--- config.mk ---
export PLATFORM = sky130hd
export DESIGN_NAME = keypad_scanner
export DESIGN_NICKNAME = d
export VERILOG_FILES = /design/src/rtl/keypad_pkg.sv /design/src/rtl/scan_tick.sv /design/src/rtl/keypad_scanner.sv
export SDC_FILE = /design/constraint.sdc
export NUM_CORES = 1
export LEC_CHECK = 0
export CAP_MARGIN = 20
export CORE_ASPECT_RATIO = 1.25
export CORE_MARGIN = 2
export CORE_UTILIZATION = 45
export CTS_CLUSTER_DIAMETER = 150
export CTS_CLUSTER_SIZE = 8
export DETAILED_ROUTE_END_ITERATION = 16
export PLACE_DENSITY_LB_ADDON = 0.15
export SYNTH_ARGS = -nofsm -noshare
export SYNTH_HDL_FRONTEND = slang
export SYNTH_HIERARCHICAL = 1
export SYNTH_SLANG_ARGS = --single-unit
--- constraint.sdc ---
create_clock -name clk -period 4.75 [get_ports clk]
set_input_delay 0.95 -clock clk [delete_from_list [all_inputs] [get_ports clk]]
set_output_delay 0.95 -clock clk [all_outputs]
set_load 0.01 [all_outputs]
--- src/rtl/keypad_pkg.sv ---
// Shared types for the keypad scanner.
//   scan_state_t : debounce FSM states
//   frame_res_t  : classification of one complete scan frame
//   classify()   : maps a saturated hit count (0, 1, 2 = "two or more") to a result
package keypad_pkg;

  typedef enum logic [1:0] {
    IDLE       = 2'd0,
    PRESS_PEND = 2'd1,
    HELD       = 2'd2,
    REL_PEND   = 2'd3
  } scan_state_t;

  typedef enum logic [1:0] {
    NONE   = 2'd0,
    SINGLE = 2'd1,
    MULTI  = 2'd2
  } frame_res_t;

  function automatic frame_res_t classify(input logic [1:0] hits);
    frame_res_t res;
    unique case (hits)
      2'd0:    res = NONE;
      2'd1:    res = SINGLE;
      default: res = MULTI;
    endcase
    return res;
  endfunction

endpackage

--- src/rtl/scan_tick.sv ---
// Free-running divider producing a one-cycle enable pulse every DIV clocks.
//   clk   in  : system clock
//   rst_n in  : asynchronous active-low reset
//   tick  out : high in the cycle the counter equals DIV-1 (enable, not a clock)
module scan_tick #(
  parameter int unsigned DIV = 4
) (
  input  logic clk,
  input  logic rst_n,
  output logic tick
);

  localparam int unsigned CW = (DIV > 1) ? $clog2(DIV) : 1;
  localparam logic [CW-1:0] LAST = CW'(DIV - 1);

  logic [CW-1:0] cnt_q, cnt_d;

  always_comb begin
    tick  = (cnt_q == LAST);
    cnt_d = tick ? '0 : cnt_q + 1'b1;
  end

  always_ff @(posedge clk or negedge rst_n) begin
    if (!rst_n) cnt_q <= '0;
    else        cnt_q <= cnt_d;
  end

endmodule

--- src/rtl/keypad_scanner.sv ---
// Single-clock matrix keypad scanner with frame-level debounce.
//   clk         in  : system clock
//   rst_n       in  : asynchronous active-low reset
//   row_n       in  : raw row pins, active-low, asynchronous to clk
//   col         out : one-hot column drive, active-high
//   key_code    out : event code = row*COLS + col
//   key_release out : 0 = press, 1 = release
//   key_valid   out : event available
//   key_ready   in  : consumer handshake
//   overrun     out : sticky, an event was dropped while the register was full
//
// FSM (evaluated once per frame end):
//   state      | meaning
//   IDLE       | no key accepted, waiting for a SINGLE frame
//   PRESS_PEND | same single key seen cnt frames in a row
//   HELD       | press reported, waiting for an empty frame
//   REL_PEND   | empty frames seen cnt times in a row
module keypad_scanner
  import keypad_pkg::*;
#(
  parameter int unsigned ROWS     = 4,
  parameter int unsigned COLS     = 4,
  parameter int unsigned SCAN_DIV = 100000,
  parameter int unsigned DEBOUNCE = 4,
  parameter int unsigned CODE_W   = $clog2(ROWS * COLS)
) (
  input  logic              clk,
  input  logic              rst_n,
  input  logic [ROWS-1:0]   row_n,
  output logic [COLS-1:0]   col,
  output logic [CODE_W-1:0] key_code,
  output logic              key_release,
  output logic              key_valid,
  input  logic              key_ready,
  output logic              overrun
);

  localparam int unsigned CIW   = (COLS > 1) ? $clog2(COLS) : 1;
  localparam int unsigned CNT_W = $clog2(DEBOUNCE + 1);
  localparam logic [CIW-1:0]   LAST_COL = CIW'(COLS - 1);
  localparam logic [CNT_W-1:0] DB_CNT   = CNT_W'(DEBOUNCE);

  logic tick;

  logic [ROWS-1:0]   sync1_q, sync2_q;
  logic [COLS-1:0]   col_q, col_d;
  logic [CIW-1:0]    col_idx_q, col_idx_d;
  logic [1:0]        acc_cnt_q, acc_cnt_d;
  logic [CODE_W-1:0] acc_code_q, acc_code_d;
  scan_state_t       state_q, state_d;
  logic [CNT_W-1:0]  cnt_q, cnt_d;
  logic [CODE_W-1:0] key_q, key_d;
  logic              valid_q, valid_d;
  logic [CODE_W-1:0] code_q, code_d;
  logic              rel_q, rel_d;
  logic              ovr_q, ovr_d;

  logic [ROWS-1:0]   rows_act;
  logic [1:0]        slot_n;
  int unsigned       slot_row;
  logic [CODE_W-1:0] slot_code;
  logic [2:0]        sum3;
  logic [1:0]        hits;
  logic [CODE_W-1:0] frame_code;
  frame_res_t        frame_res;
  logic              frame_end;
  logic [CNT_W-1:0]  cnt_inc;
  logic              emit, emit_rel;
  logic              accept, drop;

  scan_tick #(.DIV(SCAN_DIV)) u_scan_tick (
    .clk   (clk),
    .rst_n (rst_n),
    .tick  (tick)
  );

  // Per-slot sample plus running frame summary. The accumulator only needs
  // "how many hits so far (saturating at two)" and the code of the first one.
  always_comb begin
    rows_act = ~sync2_q;
    slot_n   = 2'd0;
    slot_row = 0;
    for (int r = 0; r < ROWS; r++) begin
      if (rows_act[r]) begin
        slot_row = r;
        if (slot_n != 2'd2) slot_n = slot_n + 2'd1;
      end
    end
    slot_code  = CODE_W'(slot_row * COLS + 32'(col_idx_q));
    sum3       = {1'b0, acc_cnt_q} + {1'b0, slot_n};
    hits       = (sum3 >= 3'd2) ? 2'd2 : sum3[1:0];
    frame_code = (acc_cnt_q == 2'd1) ? acc_code_q : slot_code;
    frame_res  = classify(hits);
    frame_end  = tick && (col_idx_q == LAST_COL);

    col_d      = col_q;
    col_idx_d  = col_idx_q;
    acc_cnt_d  = acc_cnt_q;
    acc_code_d = acc_code_q;
    if (tick) begin
      col_d     = {col_q[COLS-2:0], col_q[COLS-1]};
      col_idx_d = (col_idx_q == LAST_COL) ? '0 : col_idx_q + 1'b1;
      if (frame_end) begin
        acc_cnt_d  = 2'd0;
        acc_code_d = '0;
      end else begin
        acc_cnt_d  = hits;
        acc_code_d = frame_code;
      end
    end
  end

  always_comb begin
    state_d  = state_q;
    cnt_d    = cnt_q;
    key_d    = key_q;
    emit     = 1'b0;
    emit_rel = 1'b0;
    cnt_inc  = cnt_q + 1'b1;
    if (frame_end) begin
      unique case (state_q)
        IDLE: begin
          if (frame_res == SINGLE) begin
            key_d = frame_code;
            if (DEBOUNCE == 1) begin
              emit    = 1'b1;
              state_d = HELD;
              cnt_d   = '0;
            end else begin
              state_d = PRESS_PEND;
              cnt_d   = CNT_W'(1);
            end
          end
        end
        PRESS_PEND: begin
          if (frame_res == SINGLE && frame_code == key_q) begin
            if (cnt_inc == DB_CNT) begin
              emit    = 1'b1;
              state_d = HELD;
              cnt_d   = '0;
            end else begin
              cnt_d = cnt_inc;
            end
          end else begin
            state_d = IDLE;
            cnt_d   = '0;
          end
        end
        HELD: begin
          if (frame_res == NONE) begin
            if (DEBOUNCE == 1) begin
              emit     = 1'b1;
              emit_rel = 1'b1;
              state_d  = IDLE;
              cnt_d    = '0;
            end else begin
              state_d = REL_PEND;
              cnt_d   = CNT_W'(1);
            end
          end
        end
        REL_PEND: begin
          if (frame_res == NONE) begin
            if (cnt_inc == DB_CNT) begin
              emit     = 1'b1;
              emit_rel = 1'b1;
              state_d  = IDLE;
              cnt_d    = '0;
            end else begin
              cnt_d = cnt_inc;
            end
          end else begin
            state_d = HELD;
            cnt_d   = '0;
          end
        end
        default: begin
          state_d = IDLE;
          cnt_d   = '0;
        end
      endcase
    end
  end

  // One-entry output register. A drop can only happen when the consumer is
  // not ready, so it never coincides with an acceptance.
  always_comb begin
    accept  = valid_q && key_ready;
    drop    = emit && valid_q && !key_ready;
    valid_d = valid_q;
    code_d  = code_q;
    rel_d   = rel_q;
    ovr_d   = ovr_q;
    if (emit && !drop) begin
      valid_d = 1'b1;
      code_d  = key_d;
      rel_d   = emit_rel;
    end else if (accept) begin
      valid_d = 1'b0;
    end
    if (drop)        ovr_d = 1'b1;
    else if (accept) ovr_d = 1'b0;
  end

  always_ff @(posedge clk or negedge rst_n) begin
    if (!rst_n) begin
      sync1_q    <= '1;
      sync2_q    <= '1;
      col_q      <= COLS'(1);
      col_idx_q  <= '0;
      acc_cnt_q  <= 2'd0;
      acc_code_q <= '0;
      state_q    <= IDLE;
      cnt_q      <= '0;
      key_q      <= '0;
      valid_q    <= 1'b0;
      code_q     <= '0;
      rel_q      <= 1'b0;
      ovr_q      <= 1'b0;
    end else begin
      sync1_q    <= row_n;
      sync2_q    <= sync1_q;
      col_q      <= col_d;
      col_idx_q  <= col_idx_d;
      acc_cnt_q  <= acc_cnt_d;
      acc_code_q <= acc_code_d;
      state_q    <= state_d;
      cnt_q      <= cnt_d;
      key_q      <= key_d;
      valid_q    <= valid_d;
      code_q     <= code_d;
      rel_q      <= rel_d;
      ovr_q      <= ovr_d;
    end
  end

  assign col         = col_q;
  assign key_code    = code_q;
  assign key_release = rel_q;
  assign key_valid   = valid_q;
  assign overrun     = ovr_q;

endmodule

==> results.yml <==
outcome:
  status: "completed"
floorplanning:
  initial_core_util_pct: 46.5
  rows: 30
  fp.dieH_um: 87.9
  die-area_mm2: 0.00624
  die_width_um: 71.1
  io_pins: 18
  core_area_mm2: 0.00544
sta:
  hold_slack_ps: 358
  maxSlewHeadroom_pct: 54.3
  fin_ws_ps: 1100
  setup_viol: 0
  slew_viol_final: 0
  period_minus_slack_ps: 3650
  finalCritPeriodShare_pct: 76.9
  tightest_slew_ps: 680
  setup_tns_ps: 0
  skew_ps: 13.4
  grt_setup_unrepaired: "false"
  hold_violations: 0
  fmax_mhz: 274
power_and_ir_drop:
  sequentialPowerShare_pct: 62.1
  swShare_pct: 22.6
  p_sw_mw: 0.168
  power_density_mw_per_mm2: 260
  p_clk_share_pct: 33.1
  power_frac_comb_pct: 4.8
  ir_drop_v: 0.000160
  p_int_mw: 0.574
  p_leak_nw: 1.21
logic_synthesis:
  yosysSeqAreaShare_pct: 52.8
  synthArstFlopShare_pct: 100
  syn_nets: 243
  ys_types: 44
  synth-xor-area-share_pct: 6.57
  yosysWarningCount: 6
  synth_top_area_share_pct: 43.5
  synth_compound_area_share_pct: 10.3
  synth_ff_type: "dfrtp_1"
  ys_ff_latch: 53
  synth-simple-area-share_pct: 16.8
  ys_top_cells_by_area: "dfrtp_1, dfstp_2, xnor2_1, ha_1, mux2_2"
  syn-cell-area_mm2: 0.00253
  syn_inst: 226
  synth_fa_ha_area_share_pct: 5.24
  avgSynthCellArea_um2: 11.2
  synth_mux_area_share_pct: 5.24
  synth_top_family_by_area: "simple AND/OR/NAND/NOR gates"
  synth-edff-count: 0
  synth_top_area_cell: "dfrtp_1"
setup_path:
  crit_required_ps: 4950
  r2r_cells: 15
  cp.arrival_ps: 3850
  critPathMaxFanout: 4
  crit_path_start_kind: "flop"
  crit_type: "flop to flop"
  crit_path_end_kind: "flop"
clock_network:
  cts_root_buffer: "clkbuf_8"
  cts-resized-gates: 0
  ctsLongestPathBuffers: 2
  cts.sinks: 53
  htreeDepth: 2
  post_cts_buffers: 0
  cts_tree: "yes"
  clock_latency_ps: 300
  hold_buffers: 0
  cts_buffers: 5
  clkTransAtPathRegs_ps: 100
grt:
  antenna_found_initial: 0
  grt_pass1_wl_um: 7800
  grtUsageTotal_pct: 15.8
  grt_max_degree: 54
  grt_overflow_total: 0
  grt_pass1_vias: 1662
min_path:
  hold_path_class: "flop to flop"
  worstHoldPathCells: 0
routing:
  vias: 1661
  drc: 0
  wl_per_cell_um: 13.5
  viasPerCell: 5.32
  dr.pass1.iters: 4
  first_iter_violations: 83
  antenna_left: 0
  wirelength_um: 4220
placed_design:
  dp.final_hpwl_um: 3110
  pre_cts_ws_ps: 1070
  gp_congestion: 0.783
  numPortBuffers: 17
final_layout:
  register_area_mm2: 0.00134
  area_growth_pct: 12.7
  n_antenna_cell: 0
  multi_input_area_mm2: 0.00112
  drive_gt1_share_pct: 16.9
  num-fill-cells: 497
  fin_nets: 264
job:
  cap_violations: 0
layout make-up:
cell class                 instances  area share (%)
clock buffer                       5            2.41
clock inverter                     3           0.614
inverter                          13            1.71
multi-input combinational        155            39.2
sequential                        53            46.9
tap                               64            2.81
timing repair buffer              19            6.32
cells in the mapped netlist, types with 2 or more instances:
master / number
dfrtp_1: 44
nand2_1: 23
nor2_1: 17
xnor2_1: 16
inv_1: 13
o21ai_0: 13
mux2_2: 10
dfstp_2: 9
ha_1: 9
nand3_1: 8
a21oi_1: 6
nand4_1: 6
o22ai_1: 6
nor3_1: 4
clkbuf_1: 3
nand2b_1: 3
nor4_1: 3
xor2_1: 3
a31oi_1: 2
mux2i_1: 2
nor2b_1: 2
or4_1: 2
cell families after synthesis:
family                     after synthesis
DFF                                     53
and+or+nand+nor                         78
buffers and inverters                   18
xor gates and xnor gates                19
adders and majority gates               10
AOI/OAI and AO/OA                       36
muxes                                   12
path summary, 6_finish.rpt:
| check | start | slack [ps] | endpoint |
|---|---|---|---|
| min in group asynchronous | rst_n | 760 | acc_code_q[0]$_DFFE_PN0P_ |
| worst max register to register | sync2_q[0]$_DFF_PN1_ | 1100 | key_code[0]$_DFFE_PN0P_ |
| max in group asynchronous | rst_n | 3570 | key_valid$_DFFE_PN0P_ |
| worst max-delay path | sync2_q[0]$_DFF_PN1_ | 1100 | key_code[0]$_DFFE_PN0P_ |
| worst min-delay path | sync1_q[3]$_DFF_PN1_ | 360 | sync2_q[3]$_DFF_PN1_ |
| worst min register to register | sync1_q[3]$_DFF_PN1_ | 360 | sync2_q[3]$_DFF_PN1_ |
power groups by stage:
stage                     Sequential (mW)  Combinational, mW  Clock (mW)
after floorplan                     0.469             0.0169           0
after global placement              0.469             0.0361           0
after detailed placement            0.469             0.0365           0
after CTS                           0.461             0.0366       0.254
after global routing                0.462             0.0423       0.271
final                               0.461             0.0353       0.246
critical path, cell delays in order, from the launching register on:
cell,delay [ps]
dfstp_2,540
inv_1,40
ha_1,270
mux2i_1,190
ha_1,170
nor2_1,40
a21oi_1,130
ha_1,160
inv_1,50
fa_1,490
nand3_1,150
a2111oi_4,220
o2111ai_1,150
a2111o_1,380
a21oi_4,220
mux2_2,360
routing by layer:
| metal | wire [um] | vias up | GRT usage [%] | part of all wire [%] |
|---|---|---|---|---|
| li1 | - | 829 | - | - |
| met1 | 1840 | 810 | 20.3 | 44 |
| met2 | 2230 | 17 | 27.3 | 53 |
| met3 | 89 | 5 | 2.76 | 2.1 |
| met4 | 49 | 0 | 5.15 | 1.2 |
| met5 | 0 | - | 0 | 0 |
layout by cell type (no fill, tap or decap), drive strengths merged, types with 2 or more instances in the layout:
cell type / instances
nand4: 6
a21oi: 7
o31ai: 2
nand2b: 4
inv: 13
nor4: 4
buf: 3
o22ai: 6
or4: 3
nor2b: 2
clkdlybuf4s50: 16
mux2i: 2
nor2: 17
mux2: 10
and2b: 2
nor3: 4
dfrtp: 44
clkbuf: 5
nand2: 23
o21ai: 13
xor2: 3
dfstp: 9
clkinv: 2
ha: 9
nand3: 8
xnor2: 16
a31oi: 2
stage by stage:
step / cell area (um2) / instances / util (%) / power [mW]
after floorplan: 2530 / 226 / - / 0.486
after detailed placement: 2770 / 304 / 50.8 / 0.506
after CTS: 2850 / 312 / 52.4 / 0.752
after global placement: 2770 / 304 / 50.8 / 0.505
after global routing: 2850 / 312 / 52.4 / 0.775
final: 2850 / 312 / 52.4 / 0.742
registers in the layout, indices dropped and copies added (netlist names):
register and count:
key_code 4, key_valid 1, cnt_q 3, acc_cnt_q 2, col_idx_q 2, overrun 1
col 4, state_q 2, key_release 1, acc_code_q 4, sync1_q 4, key_q 4
u_scan_tick/cnt_q 17, sync2_q 4
(Power assumes the default switching activity.)
